<file path="src/rtl/lcd_frame_scheduler.sv">
// rtl/lcd_frame_scheduler.sv - KS0108 frame scheduler: periodic driver start, ping-pong bank swap, arm watchdog
// Optional build macro FRAME_STATS_EN adds saturating frames_o / drops_o counters.
module lcd_frame_scheduler #(
  parameter int TICK_DIV  = 100000,
  parameter int START_LEN = 4,
  parameter int ARM_TO    = 64,
  parameter int CNT_W     = 17
) (
  input  logic        clk,
  input  logic        rst,
  input  logic        enable_i,
  input  logic [2:0]  drv_state_i,
  input  logic [9:0]  drv_addr_i,
  output logic        drv_start_o,
  output logic [10:0] rd_addr_o,
  input  logic [9:0]  rdr_addr_i,
  input  logic        rdr_we_i,
  input  logic [7:0]  rdr_wdata_i,
  input  logic        rdr_done_i,
  output logic [10:0] wr_addr_o,
  output logic        wr_en_o,
  output logic [7:0]  wr_data_o,
  output logic        rdr_buf_o,
  output logic        swap_o,
  output logic        frame_done_o,
  output logic        busy_o,
  output logic        err_o
`ifdef FRAME_STATS_EN
  ,
  output logic [15:0] frames_o,
  output logic [15:0] drops_o
`endif
);

  localparam int SC_W = (START_LEN > 2) ? $clog2(START_LEN) : 1;
  localparam int AC_W = (ARM_TO > 2) ? $clog2(ARM_TO) : 1;
  localparam logic [CNT_W-1:0] TICK_LAST  = CNT_W'(TICK_DIV - 1);
  localparam logic [SC_W-1:0]  START_LAST = SC_W'(START_LEN - 1);
  localparam logic [AC_W-1:0]  ARM_LAST   = AC_W'(ARM_TO - 1);

  typedef enum logic [1:0] {
    ST_WAIT  = 2'd0,
    ST_START = 2'd1,
    ST_RUN   = 2'd2
  } state_t;

  state_t            r_state;
  state_t            w_next_state;
  logic [CNT_W-1:0]  r_tick_cnt;
  logic [SC_W-1:0]   r_start_cnt;
  logic [AC_W-1:0]   r_arm_cnt;
  logic              r_arm;
  logic              r_front;
  logic              r_pending;
  logic              r_drv_start;
  logic              r_busy;
  logic              r_swap;
  logic              r_frame_done;
  logic              r_err;

  logic              w_tick;
  logic              w_halt;
  logic              w_go;
  logic              w_swap;
  logic              w_done;
  logic              w_timeout;
  logic              w_start_nxt;
  logic              w_busy_nxt;

  assign w_tick = (r_tick_cnt == TICK_LAST);
  assign w_halt = (drv_state_i == 3'd7);
  // A frame may only begin on a tick, from WAIT, with the driver parked in HALT.
  assign w_go   = (r_state == ST_WAIT) & w_tick & enable_i & w_halt;
  // Swaps ride on the frame start so the driver always scans a whole bank.
  assign w_swap = w_go & r_pending;

  // Free-running frame period counter, independent of FSM state.
  always_ff @(posedge clk or posedge rst) begin
    if (rst) begin
      r_tick_cnt <= '0;
    end else if (w_tick) begin
      r_tick_cnt <= '0;
    end else begin
      r_tick_cnt <= r_tick_cnt + 1'b1;
    end
  end

  // FSM state register.
  always_ff @(posedge clk or posedge rst) begin
    if (rst) begin
      r_state <= ST_WAIT;
    end else begin
      r_state <= w_next_state;
    end
  end

  // FSM next-state logic; also flags frame completion and arm timeout.
  always_comb begin
    w_next_state = r_state;
    w_done       = 1'b0;
    w_timeout    = 1'b0;
    case (r_state)
      ST_WAIT: begin
        if (w_go) begin
          w_next_state = ST_START;
        end
      end
      ST_START: begin
        if (r_start_cnt == '0) begin
          w_next_state = ST_RUN;
        end
      end
      ST_RUN: begin
        if (r_arm && w_halt) begin
          w_done       = 1'b1;
          w_next_state = ST_WAIT;
        end else if (!r_arm && w_halt && (r_arm_cnt == ARM_LAST)) begin
          w_timeout    = 1'b1;
          w_next_state = ST_WAIT;
        end
      end
      default: begin
        w_next_state = ST_WAIT;
      end
    endcase
  end

  // FSM output decode, computed from the next state so the outputs are registered.
  always_comb begin
    w_start_nxt = (w_next_state == ST_START);
    w_busy_nxt  = (w_next_state == ST_START) | (w_next_state == ST_RUN);
  end

  // Start-pulse length counter and the arm watchdog (driver must leave HALT in time).
  always_ff @(posedge clk or posedge rst) begin
    if (rst) begin
      r_start_cnt <= '0;
      r_arm       <= 1'b0;
      r_arm_cnt   <= '0;
    end else begin
      if (w_go) begin
        r_start_cnt <= START_LAST;
      end else if ((r_state == ST_START) && (r_start_cnt != '0)) begin
        r_start_cnt <= r_start_cnt - 1'b1;
      end
      if (r_state != ST_RUN) begin
        r_arm     <= 1'b0;
        r_arm_cnt <= '0;
      end else if (!r_arm) begin
        if (!w_halt) begin
          r_arm <= 1'b1;
        end else begin
          r_arm_cnt <= r_arm_cnt + 1'b1;
        end
      end
    end
  end

  // Registered status outputs; err is sticky until enable is dropped.
  always_ff @(posedge clk or posedge rst) begin
    if (rst) begin
      r_drv_start  <= 1'b0;
      r_busy       <= 1'b0;
      r_swap       <= 1'b0;
      r_frame_done <= 1'b0;
      r_err        <= 1'b0;
    end else begin
      r_drv_start  <= w_start_nxt;
      r_busy       <= w_busy_nxt;
      r_swap       <= w_swap;
      r_frame_done <= w_done;
      r_err        <= enable_i & (r_err | w_timeout);
    end
  end

  // Bank ownership: a done pulse arriving on the swap edge is discarded.
  always_ff @(posedge clk or posedge rst) begin
    if (rst) begin
      r_front   <= 1'b0;
      r_pending <= 1'b0;
    end else if (w_swap) begin
      r_front   <= ~r_front;
      r_pending <= 1'b0;
    end else if (rdr_done_i) begin
      r_pending <= 1'b1;
    end
  end

  assign drv_start_o  = r_drv_start;
  assign busy_o       = r_busy;
  assign swap_o       = r_swap;
  assign frame_done_o = r_frame_done;
  assign err_o        = r_err;
  assign rdr_buf_o    = ~r_front;
  assign rd_addr_o    = {r_front, drv_addr_i};
  assign wr_addr_o    = {~r_front, rdr_addr_i};
  // The completed back bank is frozen until it becomes the front bank.
  assign wr_en_o      = rdr_we_i & ~r_pending;
  assign wr_data_o    = rdr_wdata_i;

`ifdef FRAME_STATS_EN
  logic [15:0] r_frames;
  logic [15:0] r_drops;
  logic        w_drop;

  assign w_drop = w_tick & enable_i & ~w_go;

  // Saturating frame and dropped-tick counters.
  always_ff @(posedge clk or posedge rst) begin
    if (rst) begin
      r_frames <= '0;
      r_drops  <= '0;
    end else begin
      if (r_frame_done && (r_frames != 16'hFFFF)) begin
        r_frames <= r_frames + 1'b1;
      end
      if (w_drop && (r_drops != 16'hFFFF)) begin
        r_drops <= r_drops + 1'b1;
      end
    end
  end

  assign frames_o = r_frames;
  assign drops_o  = r_drops;
`endif

endmodule

</file>
<file path="config.mk">
export PLATFORM = sky130hd
export DESIGN_NAME = lcd_frame_scheduler
export DESIGN_NICKNAME = d
export VERILOG_FILES = /design/src/rtl/lcd_frame_scheduler.sv
export SDC_FILE = /design/constraint.sdc
export NUM_CORES = 1
export LEC_CHECK = 0
export ABC_CLOCK_PERIOD_IN_PS = 2150
export CORE_ASPECT_RATIO = 0.75
export CORE_MARGIN = 2
export CORE_UTILIZATION = 45
export CTS_BUF_LIST = sky130_fd_sc_hd__clkbuf_4
export CTS_CLUSTER_DIAMETER = 80
export DETAILED_ROUTE_END_ITERATION = 10
export HOLD_SLACK_MARGIN = 0.06
export PLACE_DENSITY_LB_ADDON = 0.25
export SYNTH_ARGS = -nofsm -noshare
export SYNTH_HDL_FRONTEND = slang
export SYNTH_SLANG_ARGS = --single-unit
</file>
<file path="constraint.sdc">
create_clock -name clk -period 2.15 [get_ports clk]
set_clock_uncertainty 0.05 [all_clocks]
set_input_delay 0.645 -clock clk [delete_from_list [all_inputs] [get_ports clk]]
set_output_delay 0.645 -clock clk [all_outputs]
set_load 0.02 [all_outputs]
</file>
==> results.md <==
- Result of the run: complete, no violations
- Clock network fraction of total power: between 30% and 40%
- Post-layout net count: 218
- Initial detailed-routing violation count: 44
- Clock tree from TritonCTS: done
- Critical Path Max Stage Delay: 0.45 ns
- Proportion of synthesized flip-flops having asynchronous set or reset: 100%
- CTS H-tree depth: 2
- Half-perimeter wire length after placement: ~2.1 mm
- GR Util All Layers: 14.0%
- Highest routed layer: met4
- Detailed route wirelength on metal2: 1.28 mm
- Count of buffers added by post-CTS timing repair for setup: 0
- Non-filler instance count after layout: ~230
- Wire length of the first global-routing pass: 5.00 mm
- Combinational cell fraction of total power: ~7.3%
- Total wire length after detailed routing: 3.03 mm
- Clock input transition at the sequential cells of the worst setup and hold paths: ~0.10 ns
- Worst Hold Path Cells: 1
- Category of the most critical setup path: in2out
- Main synth FF type: dfrtp_1
- Sum of buffers and inverters on the critical path: 2
- Number of max-cap violations: 0
- Number of antenna violations at the first check in global routing: 0
- Boundary Pins: 73
- Area added between synthesis and finish: 6.03%
- Initial standard-cell utilization of the core: 45.9%
- Total core area: between 0.003 and 0.004 mm^2
- Fraction of power spent switching nets: 22.3%
- Synth top area cells: dfrtp_1 (48%), buf_4 (13%), xor2_1 (5.3%), nor2_1 (4.7%), xnor2_1 (4.3%)
- Cells after Synth: 182
- CP max-delay cell: clkdlybuf4s50_1
- Total Power: 1.22 mW
- Endpoint type of the worst setup path: output pin
- Cell type group with the largest total delay on the critical path: buffers and inverters
- Skew-Pair Late Insertion Delay: about 0.32 ns
- Pin count of the biggest net entering global routing: 36
- Combinational family with the most area after synthesis: simple AND/OR/NAND/NOR gates
- Share of the synthesized area in compound gates (AO/OA/AOI/OAI): between 2 and 2.5%
- Number of global-route vias before repair: 1108
- CTS hold repair buffers: 0
- Post-layout minimum cycle time: 2.06 ns
- Routed metal-1 wirelength: approximately 1.4 mm
- CP Data Arrival Time: between 1 and 1.5 ns
- Synthesized area per cell: 10.0 um^2
- Post-route standard cell area excluding fillers: 0.00194 mm^2
- IO Port Bufs: 16
- Sequence of cells on the critical path: clkdlybuf4s50_1 > nor2b_1 > buf_2
- Proportion of netlist area held by the largest area contributor: 48.0%
- Internal power component: about 0.95 mW
- Worst IR Drop VDD: 236 uV
- Setup TNS: 0 ns
- Clock tree buffer depth: 2
- Netlist area before placement: 0.00183 mm^2
- Hold slack final: 0.447 ns
- Routed met3 length: 184 um
- Routability-driven placement congestion ratio: 0.790
- Part of the cycle the worst path needs: 96.0%
- R2R depth: 5
- Vias post-DR: 1176
- Post-Syn Nets: 222
- Root buffer cell: clkbuf_4
- Number of failing hold endpoints at the final stage: 0
- Adder and majority cell fraction of the synthesized area: 2.74%
- CP Depth: 3
- TritonCTS Buffers: 5
- Number of inserted diodes: 0
- Number of distinct library cells after synthesis: 32
- Cell area reported after detailed placement: between 0.0015 and 0.002 mm^2
- Clk sink count: 35
- Net switching power: between 0.2 and 0.3 mW
- Flip-flop and latch count after synthesis: 35
- Static Leakage: 0.889 nW
- ANT nets after route: 0
- Total congestion overflow after global routing: 0
- Sequential element share of the synthesized area: between 40% and 50%
- Worst Path Required: roughly 1.5 ns
- Number of instances in the placed design: 226
- DRC Markers: 0
- Overall die area: 0.00459 mm^2
- Top achievable clock speed: 485 MHz
- Unrepaired setup endpoints after global routing: no
- Post-synth top area cell: dfrtp_1
- Vertical die dimension: 59.2 um
- Count of TritonRoute iterations in the first routing pass: 4
- Crit path launch type: input pin
- Max Slew Vio Count: 0
- Multiplexer share of the synthesized area: 0.548%
- DIE WIDTH: between 70 and 80 um
- Share of layout cells above drive strength 1: 11.2%
- Type of the most critical hold path: reg2reg
- Count of warnings emitted by yosys: 0
- CP Max Fanout: 1
- Commonest non-fill, non-tap cell in the layout: dfrtp_1
- Routed via count divided by cell count: 5.03
- Finish-stage setup viols: 0
- Fraction of synthesized cell area in xor and xnor cells: 9.60%
- Routed length per instance: 13.0 um
- Standard-cell row count: 20
- Highest-count cells in the layout ignoring fill and taps: dfrtp_1 (35), nor2_1 (23), clkdlybuf4s50_1 (13)
- Relative max-transition margin: 68.4%
- Sequential share of power: 55.8%
- Power density over the cells: 631 mW/mm^2
- Post-synthesis share of cell area spent on and, or, nand and nor gates: 21.9%
- Number of enable-type register cells in the synthesized netlist: 0
- Actual transition at the worst max-transition pin: 0.473 ns
## cells by family (layout without fill, tap and decap cells)
| kind of cell | count (synthesis) | in the layout |
|---|---|---|
| flip-flops | 35 | 35 |
| buffers and inverters | 41 | 38 |
| AO/OA/AOI/OAI | 8 | 8 |
| AND/OR/NAND/NOR | 73 | 73 |
| XOR/XNOR | 20 | 20 |
| multiplexers | 1 | 1 |
| adder cells (fa/ha/maj) | 4 | 4 |
## worst reg2reg max path, stage by stage, from the launching register on
cell and delay [ns]:
dfrtp_1 0.41, ha_1 0.25, nand3_2 0.14, or3_1 0.45
or4_1 0.48, a21oi_1 0.16
## registers in the layout (all words and copies together), names as in the netlist
register / flops
r_state: 2
r_front: 1
r_arm_cnt: 6
drv_start_o: 1
r_arm: 1
swap_o: 1
frame_done_o: 1
err_o: 1
r_tick_cnt: 17
busy_o: 1
r_pending: 1
r_start_cnt: 2
## through the flow
stage	util [%]	setup slack, ns
final	48.6	0.0863
after global routing	48.6	0.0464
after CTS	48.5	0.0168
after detailed placement	46.7	-0.369
after global placement	46.7	-0.365
after floorplan	-	0.199
## final cells by class
type,instances,area (um^2)
Sequential cell,35,876
Multi-Input combinational cell,106,679
Clock inverter,3,38.8
Inverter,8,30.0
Fill cell,369,2040
Clock buffer,5,37.5
Timing Repair Buffer,22,205
Tap cell,55,68.8
## power by group through the flow
stage	clock [mW]	combinational (mW)	sequential, mW
after global placement	0	0.0894	0.693
after detailed placement	0	0.0904	0.694
after CTS	0.469	0.0906	0.681
after global routing	0.499	0.0995	0.683
final	0.451	0.0894	0.681
after floorplan	0	0.124	0.699
## cells in the mapped netlist (2+ instances only)
master and number:
and3_1 3, nor2_1 23, or4_1 2, nor4_1 2, clkbuf_1 2, a21oi_1 3, nand3_2 3, o21ai_0 3
nand4_1 8, ha_1 4, nand3_1 3, or3_1 4, nand2b_1 2, buf_4 31, xnor2_1 9, inv_1 8
nand2_1 12, dfrtp_1 35, nor2b_1 2, xor2_1 11
## what timing repair did
action / CTS / global route
pin swaps: 0 / 0
endpoints found under the setup margin: 1 / 2
gates resized for setup: 4 / 2
## worst paths after layout
kind	startpoint	to	slack, ns
max in group asynchronous	rst	r_front	1.09
max reg2reg	r_tick_cnt[0]	r_tick_cnt[16]	0.13
min	r_front	r_front	0.45
max	rdr_we_i	wr_en_o	0.09
min reg2reg	r_front	r_front	0.45
min in group asynchronous	rst	r_tick_cnt[3]	0.65
## metal layers
layer  global-route usage (%)  vias up
met5                        0        -
met4                     12.5        0
met3                     4.12       30
met2                     20.5       29
met1                     17.1      555
li1                         -      562
No activity file was read; power rests on OpenSTA's default activity.
